## src/rtl/program_loader.sv

```systemverilog
// Encodes decoded instruction commands into 32-bit words and writes them to
// consecutive instruction-memory addresses, stalling the core while loading.
module program_loader #(
    parameter int unsigned ADDR_W = 10
) (
    input  logic              clk,
    input  logic              rst_n,
    input  logic              start,
    input  logic              cmd_valid,
    output logic              cmd_ready,
    input  logic [5:0]        cmd_opcode,
    input  logic [4:0]        cmd_dest,
    input  logic [4:0]        cmd_src1,
    input  logic [4:0]        cmd_src2,
    input  logic [15:0]       cmd_imm,
    input  logic              cmd_last,
    output logic              mem_w_en,
    output logic [ADDR_W-1:0] mem_addr,
    output logic [31:0]       mem_wdata,
    output logic              core_hold,
    output logic              busy,
    output logic              done,
    output logic              err_illegal,
    output logic              err_overflow,
    output logic [ADDR_W:0]   word_count
);

    localparam int unsigned WC_W = ADDR_W + 1;
    localparam logic [ADDR_W-1:0] LAST_ADDR = '1;

    localparam logic [5:0] OP_NOP  = 6'd0;
    localparam logic [5:0] OP_ADD  = 6'd1;
    localparam logic [5:0] OP_SUB  = 6'd3;
    localparam logic [5:0] OP_AND  = 6'd5;
    localparam logic [5:0] OP_OR   = 6'd6;
    localparam logic [5:0] OP_NOR  = 6'd7;
    localparam logic [5:0] OP_XOR  = 6'd8;
    localparam logic [5:0] OP_SLA  = 6'd9;
    localparam logic [5:0] OP_SLL  = 6'd10;
    localparam logic [5:0] OP_SRA  = 6'd11;
    localparam logic [5:0] OP_SRL  = 6'd12;
    localparam logic [5:0] OP_ADDI = 6'd32;
    localparam logic [5:0] OP_SUBI = 6'd33;
    localparam logic [5:0] OP_LD   = 6'd36;
    localparam logic [5:0] OP_ST   = 6'd37;
    localparam logic [5:0] OP_BEZ  = 6'd40;
    localparam logic [5:0] OP_BNE  = 6'd41;
    localparam logic [5:0] OP_JMP  = 6'd42;

    typedef enum logic [1:0] {IDLE, LOAD, FLUSH} state_t;

    state_t            state_q, state_next;
    logic [ADDR_W-1:0] addr_q, addr_next;
    logic [WC_W-1:0]   wc_next;
    logic [ADDR_W-1:0] maddr_next;
    logic [31:0]       wdata_next;
    logic              w_en_next, done_next, ill_next, ovf_next;
    logic [31:0]       word_c;
    logic              illegal_c;
    logic [15:0]       offset_c;
    logic              accept_c;

    // Branch targets are absolute; the word carries target - (pc + 1).
    assign offset_c = 16'(cmd_imm - 16'(addr_q) - 16'd1);
    assign accept_c = cmd_valid && cmd_ready;

    // Instruction word encoder
    always_comb begin
        word_c    = 32'h0;
        illegal_c = 1'b0;
        case (cmd_opcode)
            OP_NOP: word_c = 32'h0;
            OP_ADD, OP_SUB, OP_AND, OP_OR, OP_NOR, OP_XOR,
            OP_SLA, OP_SLL, OP_SRA, OP_SRL:
                word_c = {cmd_opcode, cmd_dest, cmd_src1, cmd_src2, 11'd0};
            OP_ADDI, OP_SUBI, OP_LD:
                word_c = {cmd_opcode, cmd_dest, cmd_src1, cmd_imm};
            OP_ST:  word_c = {cmd_opcode, cmd_src2, cmd_src1, cmd_imm};
            OP_BEZ: word_c = {cmd_opcode, cmd_src1, 5'd0, offset_c};
            OP_BNE: word_c = {cmd_opcode, cmd_src1, cmd_src2, offset_c};
            OP_JMP: word_c = {cmd_opcode, 10'd0, offset_c};
            default: begin
                word_c    = 32'h0;
                illegal_c = 1'b1;
            end
        endcase
    end

    // Next-state and next-register logic
    always_comb begin
        state_next = state_q;
        addr_next  = addr_q;
        wc_next    = word_count;
        w_en_next  = 1'b0;
        maddr_next = mem_addr;
        wdata_next = mem_wdata;
        done_next  = 1'b0;
        ill_next   = err_illegal;
        ovf_next   = err_overflow;
        case (state_q)
            IDLE: begin
                if (start) begin
                    state_next = LOAD;
                    addr_next  = '0;
                    wc_next    = '0;
                    ill_next   = 1'b0;
                    ovf_next   = 1'b0;
                end
            end
            LOAD: begin
                if (accept_c) begin
                    w_en_next  = 1'b1;
                    maddr_next = addr_q;
                    wdata_next = word_c;
                    addr_next  = addr_q + ADDR_W'(1);
                    wc_next    = word_count + WC_W'(1);
                    if (illegal_c) ill_next = 1'b1;
                    if (cmd_last || addr_q == LAST_ADDR) state_next = FLUSH;
                    if (!cmd_last && addr_q == LAST_ADDR) ovf_next = 1'b1;
                end
            end
            FLUSH: begin
                state_next = IDLE;
                done_next  = 1'b1;
            end
            default: state_next = IDLE;
        endcase
    end

    always_ff @(posedge clk or negedge rst_n) begin
        if (!rst_n) begin
            state_q      <= IDLE;
            addr_q       <= '0;
            word_count   <= '0;
            mem_w_en     <= 1'b0;
            mem_addr     <= '0;
            mem_wdata    <= 32'h0;
            done         <= 1'b0;
            err_illegal  <= 1'b0;
            err_overflow <= 1'b0;
            cmd_ready    <= 1'b0;
            core_hold    <= 1'b0;
            busy         <= 1'b0;
        end else begin
            state_q      <= state_next;
            addr_q       <= addr_next;
            word_count   <= wc_next;
            mem_w_en     <= w_en_next;
            mem_addr     <= maddr_next;
            mem_wdata    <= wdata_next;
            done         <= done_next;
            err_illegal  <= ill_next;
            err_overflow <= ovf_next;
            cmd_ready    <= (state_next == LOAD);
            core_hold    <= (state_next != IDLE);
            busy         <= (state_next != IDLE);
        end
    end

endmodule

```

## config.mk

```make
export PLATFORM = sky130hd
export DESIGN_NAME = program_loader
export DESIGN_NICKNAME = d
export VERILOG_FILES = /design/src/rtl/program_loader.sv
export SDC_FILE = /design/constraint.sdc
export NUM_CORES = 1
export LEC_CHECK = 0
export BUFFER_PORTS_ARGS = -buffer_cell sky130_fd_sc_hd__clkbuf_2
export CORE_MARGIN = 5
export CORE_UTILIZATION = 57
export DETAILED_ROUTE_END_ITERATION = 8
export GPL_ROUTABILITY_DRIVEN = 0
export HOLD_SLACK_MARGIN = 0.1
export PLACE_DENSITY = 0.85
export SYNTH_ARGS = -nofsm -noshare
export SYNTH_HDL_FRONTEND = slang
export SYNTH_SLANG_ARGS = --single-unit
```

## constraint.sdc

```tcl
create_clock -name clk -period 5 [get_ports clk]
set_clock_uncertainty 0.1 [all_clocks]
set_input_delay 1 -clock clk [delete_from_list [all_inputs] [get_ports clk]]
set_output_delay 1 -clock clk [all_outputs]
set_load 0.005 [all_outputs]
```

==> After elaboration in Yosys (flattened, before gate mapping) <==
Cells that the tools add are included.
{ "word_totals": {"register_bits": 71, "latch_bits": 0, "mem_bits_rw": 0, "rom_bits": 0, "input_bits": 42, "output_inout_bits": 60, "wordCells": 76, "mem_count": 0} }
{ "op_classes": {"n_addsub": 4, "mul": 0, "div_mod_pow": 0, "order_cmp": 0, "eq_ne": 25, "shifts": 0, "mux": 21, "n_bitwise": 0, "n_reduce_logical": 15} }
{ "ops": {"columns": ["cell", "n"], "rows": [
  ["$pmux W32 S6", 1],
  ["$eq A6 B6 Y1 const B", 7],
  ["$eq A6 B4 Y1 const B", 5],
  ["$mux W11", 2],
  ["$pmux W11 S2", 1],
  ["$mux W10", 2],
  ["$pmux W10 S2", 1],
  ["$eq A6 B3 Y1 const B", 3],
  ["$reduce_or A18 Y1", 1],
  ["$sub A16 B1 Y16 const B", 1],
  ["$sub A16 B10 Y16", 1],
  ["$add A11 B1 Y11 const B", 1],
  ["$add A10 B1 Y10 const B", 1],
  ["$eq A10 B10 Y1 const B", 1],
  ["$reduce_or A10 Y1", 1],
  ["$mux W1", 8],
  ["$ne A2 B2 Y1 const B", 4],
  ["$reduce_and A4 Y1", 2],
  ["$eq A6 B1 Y1 const B", 1],
  ["$eq A6 B2 Y1 const B", 1],
  ["$logic_not A6 Y1", 1],
  ["$mux W2", 3],
  ["$eq A2 B1 Y1 const B", 2],
  ["$pmux W1 S2", 2],
  ["10 further kinds", 12]
]} }

==> Depth between registers and ports, before layout <==
{ "depth": {"word_depth": 6, "depth_mapped": 9, "mapped_depth_nobuf": 9} }

==> Least setup slack after synthesis <==
Ideal clock, no wire load.
{ "synth_timing": {"path_kind": "input to register", "startpoint": "in cmd_imm[0]", "endpoint": "reg mem_wdata[14]", "setup_time_ns": 0.134, "arrival_ns": 2.537, "required_time_ns": 4.766, "path_slack_ns": 2.229, "path_stages": 8, "path_buffers": 0, "path_cell_list": "ha_1 > fa_1 > a21oi_1 > o22ai_1 > o21ai_0 > nand3_1 > o221ai_1 > a21oi_1"} }
{ "synth_between": {"elab_chain_cells": 3} }
{ "synth_rtl": {"columns": ["item", "line", "rtl"], "rows": [
  ["start: declaration", "15", "input logic [15:0] cmd_imm,"],
  ["$sub A16 B10 Y16", "64", "assign offset_c = 16'(cmd_imm - 16'(addr_q) - 16'd1);"],
  ["$sub A16 B1 Y16", "64", null],
  ["$pmux W32 S6", "71", "case (cmd_opcode)"],
  ["end signal: assignment", "150", "mem_wdata <= wdata_next;"],
  ["end: declaration", "19", "output logic [31:0] mem_wdata,"]
]} }
Every way passes these cells.
A chain may end at the register's enable or synchronous reset.

==> Worst setup path in the final report <==
Ends and elaborated chain as after synthesis.

==> summary.txt <==
Clock tree
  • Clock-pin slew on the worst setup and hold paths: 0.08 ns
  • CTS tree: built
  • CTS Buf Count: 9
  • Clock Root Buffer: clkbuf_8
  • # Post-CTS Setup Buffers: 0
  • Hold buffers post-CTS: 0
  • Resized cells post-CTS: 0
  • Skew-Pair Late Insertion Delay: approximately 0.35 ns
  • Deepest clock path buffer count: 2
  • H-tree Lvls: 3
  • Sink Count: 71

Yosys
  • Top FF cell, synth: dfrtp_1
  • Post-synth EDFFs: 0
  • Synthesized area: 3960 um2
  • Register bit count reported by yosys: 71
  • Synth warn: 0
  • Ys async rst share: 100%
  • Seq/Total Area, Yosys: 44.9%
  • Distinct cells, synth: 59
  • Net Count, Synth: 492
  • Syn_area_per_cell: 9.06 um2
  • Mapped Cells: approximately 440

Floorplanning
  • Core area: 6790 um2
  • Die height: 93.3 um
  • Die ar.: 8710 um2
  • Die width: approximately 93 um
  • Starting Density: 58.3%
  • Placement Rows: 30
  • Io pins: 102

Pwr
  • Share of power burned in registers: 39.6%
  • Logic pwr share: 28.7%
  • Clock share of power: 31.7%
  • P_int: 0.00138 W
  • Net Sw Frac: 31.9%
  • Cell leakage power: 2.24 nW
  • NetSw: approximately 0.00065 W
  • PD cells: 425 nW/um2
  • Worst vdd ir: 0.000177 V

Timing
  • Setup-failing EPs final: 0
  • Unrepaired setup endpoints after global routing: no
  • Count of final hold-check violations: 0
  • Crit share post-route: between 50% and 60%
  • Final Critical Period: ~2.8 ns
  • Final Max Slew Viols: 0
  • Rel. slew slack: 24.9%
  • Worst Tran Pin Value: 1.12 ns
  • Max Fclk: 0.351 GHz
  • Setup_tns: 0 ns

Drt
  • Antenna Nets Post-Route: 0
  • Routed wire length: 10100 um
  • Vias: between 3000 and 4000
  • Avg Vias per Cell: 5.89
  • Drt initial violations: ~260
  • DR pass1 iterations: 6
  • WL/cell: 16.1 um
  • Post-route DRC: 0

Job
  • Max cap viols: 0

Worst setup path
  • Largest delay share family, worst path: compound AO/OA/AOI/OAI gates
  • Crit path cell chain: clkbuf_2 -> ha_1 -> fa_1 -> a21oi_1 -> o22ai_1 -> o21ai_0 -> nand3_1 -> o221ai_1 -> a21oi_1
  • Crit path required time: 5.12 ns
  • CP Launch Type: input pin
  • Critical Path AT: 2.97 ns
  • Slowest cell on crit path: fa_1
  • Max stage delay on crit path: 0.41 ns
  • Crit Path Class: in2reg
  • Endpoint class of the critical path: register
  • Most used cell along the critical path: a21oi_1
  • Crit Path Max Fanout: 3
  • Buf/Inv on CP: 1

Cells and area
  • Final core area utilization: slightly above 70%
  • Antenna Diode Count: 0
  • Share of cells above drive strength 1: between 20% and 30%
  • Layout Nets: 585
  • Design area: between 4000 and 5000 um2
  • P&R area growth vs syn: 20.9%

Worst hold path
  • Hold WC Path Type: reg2reg

Global routing
  • Initial antenna violation count: 0
  • Largest net degree at the start of global routing: 42
  • GRT Overall Usage: 24.4%
  • GR Overflow Total: 0
  • Global-route wire length before repair: 17000 um
  • Vias in the first global route: about 3600

Placement
  • DP HPWL: approximately 7500 um
  • PortBufs: 101
  • DP Area: 4500 um2

Status
  • Status: finished clean
-- state kept, by name, indices dropped and copies added, names as in the netlist, 2 cells and up --
name        flops
mem_addr       10
mem_wdata      32
word_count     11
addr_q         10
state_q         2
-- cells in the final DEF (no fill, tap or decap), types with 4 or more instances in the layout --
cell	Yosys	final
bufinv_16	0	5
clkbuf_2	0	100
xnor2_1	15	15
inv_1	16	16
a22o_1	5	5
buf_4	5	4
nand2b_1	8	8
dfrtp_1	71	71
ha_1	12	12
nor3_1	6	5
o22ai_1	4	4
a221oi_1	12	12
xor2_1	11	11
or3_1	5	5
a32oi_1	8	8
nor2_1	54	54
nand3_1	12	12
o21ai_1	13	13
a21oi_1	29	29
clkbuf_8	0	9
nand2_1	47	47
o21ai_0	27	27
nand4_1	5	5
and3_1	6	6
nor2b_1	4	4
-- area by class of cell --
cell class / instances / area [um2]
clock inverter: 6 / 158
fill: 518 / 2010
sequential: 71 / 1780
timing repair buffer: 105 / 536
multi-input combinational: 325 / 2000
clock buffer: 9 / 124
tap: 96 / 120
inverter: 18 / 67.6
-- Yosys cell counts, types with 2 or more instances --
library cell  number  share of area (%)
nand4b_1           2               0.44
and4_1             2               0.44
a221oi_1          12                2.7
nand4_1            5               0.79
dfrtp_1           71                 45
buf_2              7               0.89
o21ai_1           13                1.6
and2_1             3               0.47
inv_1             16                1.5
nor2_1            54                5.1
o31ai_1            2               0.38
nand3_1           12                1.5
nor2b_1            4               0.63
clkbuf_1          10               0.95
o21ai_0           27                3.4
a21oi_2            2               0.44
o22ai_1            4               0.63
or3_1              5               0.79
nor3_1             6               0.76
a32oi_1            8                1.8
a31oi_1            2               0.32
ha_1              12                3.8
nand3b_1           2               0.38
a21oi_1           29                3.7
and3_1             6               0.95
clkinv_1           2               0.19
a22o_1             5                1.1
buf_4              5               0.95
nand2b_1           8                1.3
nor3_2             2               0.51
nand2_1           47                4.5
xor2_1            11                2.4
xnor2_1           15                3.3
-- per-layer routing --
layer	GRT usage, %	vias to the layer above	wire, um
met1	32.1	1738	4180
met4	10.6	0	299
met2	39.4	204	4880
met5	0	-	0
li1	-	1738	-
met3	4.59	32	777
-- path summary, 6_finish.rpt --
check	from	end	slack, ns	cells after the start
worst max-delay path	cmd_imm[0]	mem_wdata[14]	2.15	9
worst min-delay path	mem_addr[5]	mem_addr[5]	0.38	2
worst max register to register	addr_q[0]	mem_wdata[14]	2.40	9
worst min register to register	mem_addr[5]	mem_addr[5]	0.38	2
max in group asynchronous	rst_n	err_illegal	3.18	2
min in group asynchronous	rst_n	mem_wdata[11]	0.69	1
-- power by group through the flow --
stage | logic, W | registers, W | clock network, W
after floorplan | 0.000334 | 0.000806 | 0
after global placement | 0.000561 | 0.000808 | 0
after detailed placement | 0.000583 | 0.000812 | 0
after CTS | 0.000587 | 0.000805 | 0.000650
after global routing | 0.000653 | 0.000824 | 0.000678
final | 0.000582 | 0.000805 | 0.000644
-- stage by stage --
stage | total power [W] | std cells | setup WS [ns] | hold slack (ns)
final | 0.00203 | 630 | 2.15 | 0.377
after floorplan | 0.00114 | 437 | 2.23 | 0.363
after global routing | 0.00216 | 630 | 2.03 | 0.410
after detailed placement | 0.00140 | 615 | 1.86 | 0.371
after CTS | 0.00204 | 630 | 2.20 | 0.387
after global placement | 0.00137 | 615 | 1.95 | 0.362
-- kinds of logic after synthesis --
logic type                 synth area share (%)
and+or+nand+nor                            19.8
AOI/OAI and AO/OA                          20.6
DFF                                        44.9
buffers and inverters                      4.58
xor gates and xnor gates                   5.75
adders and majority gates                  4.30
-- worst min-delay path, cell delays in order (launching register included) --
cell	delay (ns)
dfrtp_1	0.34
nand2_1	0.04
o21ai_0	0.06
(Power assumes the default switching activity.)
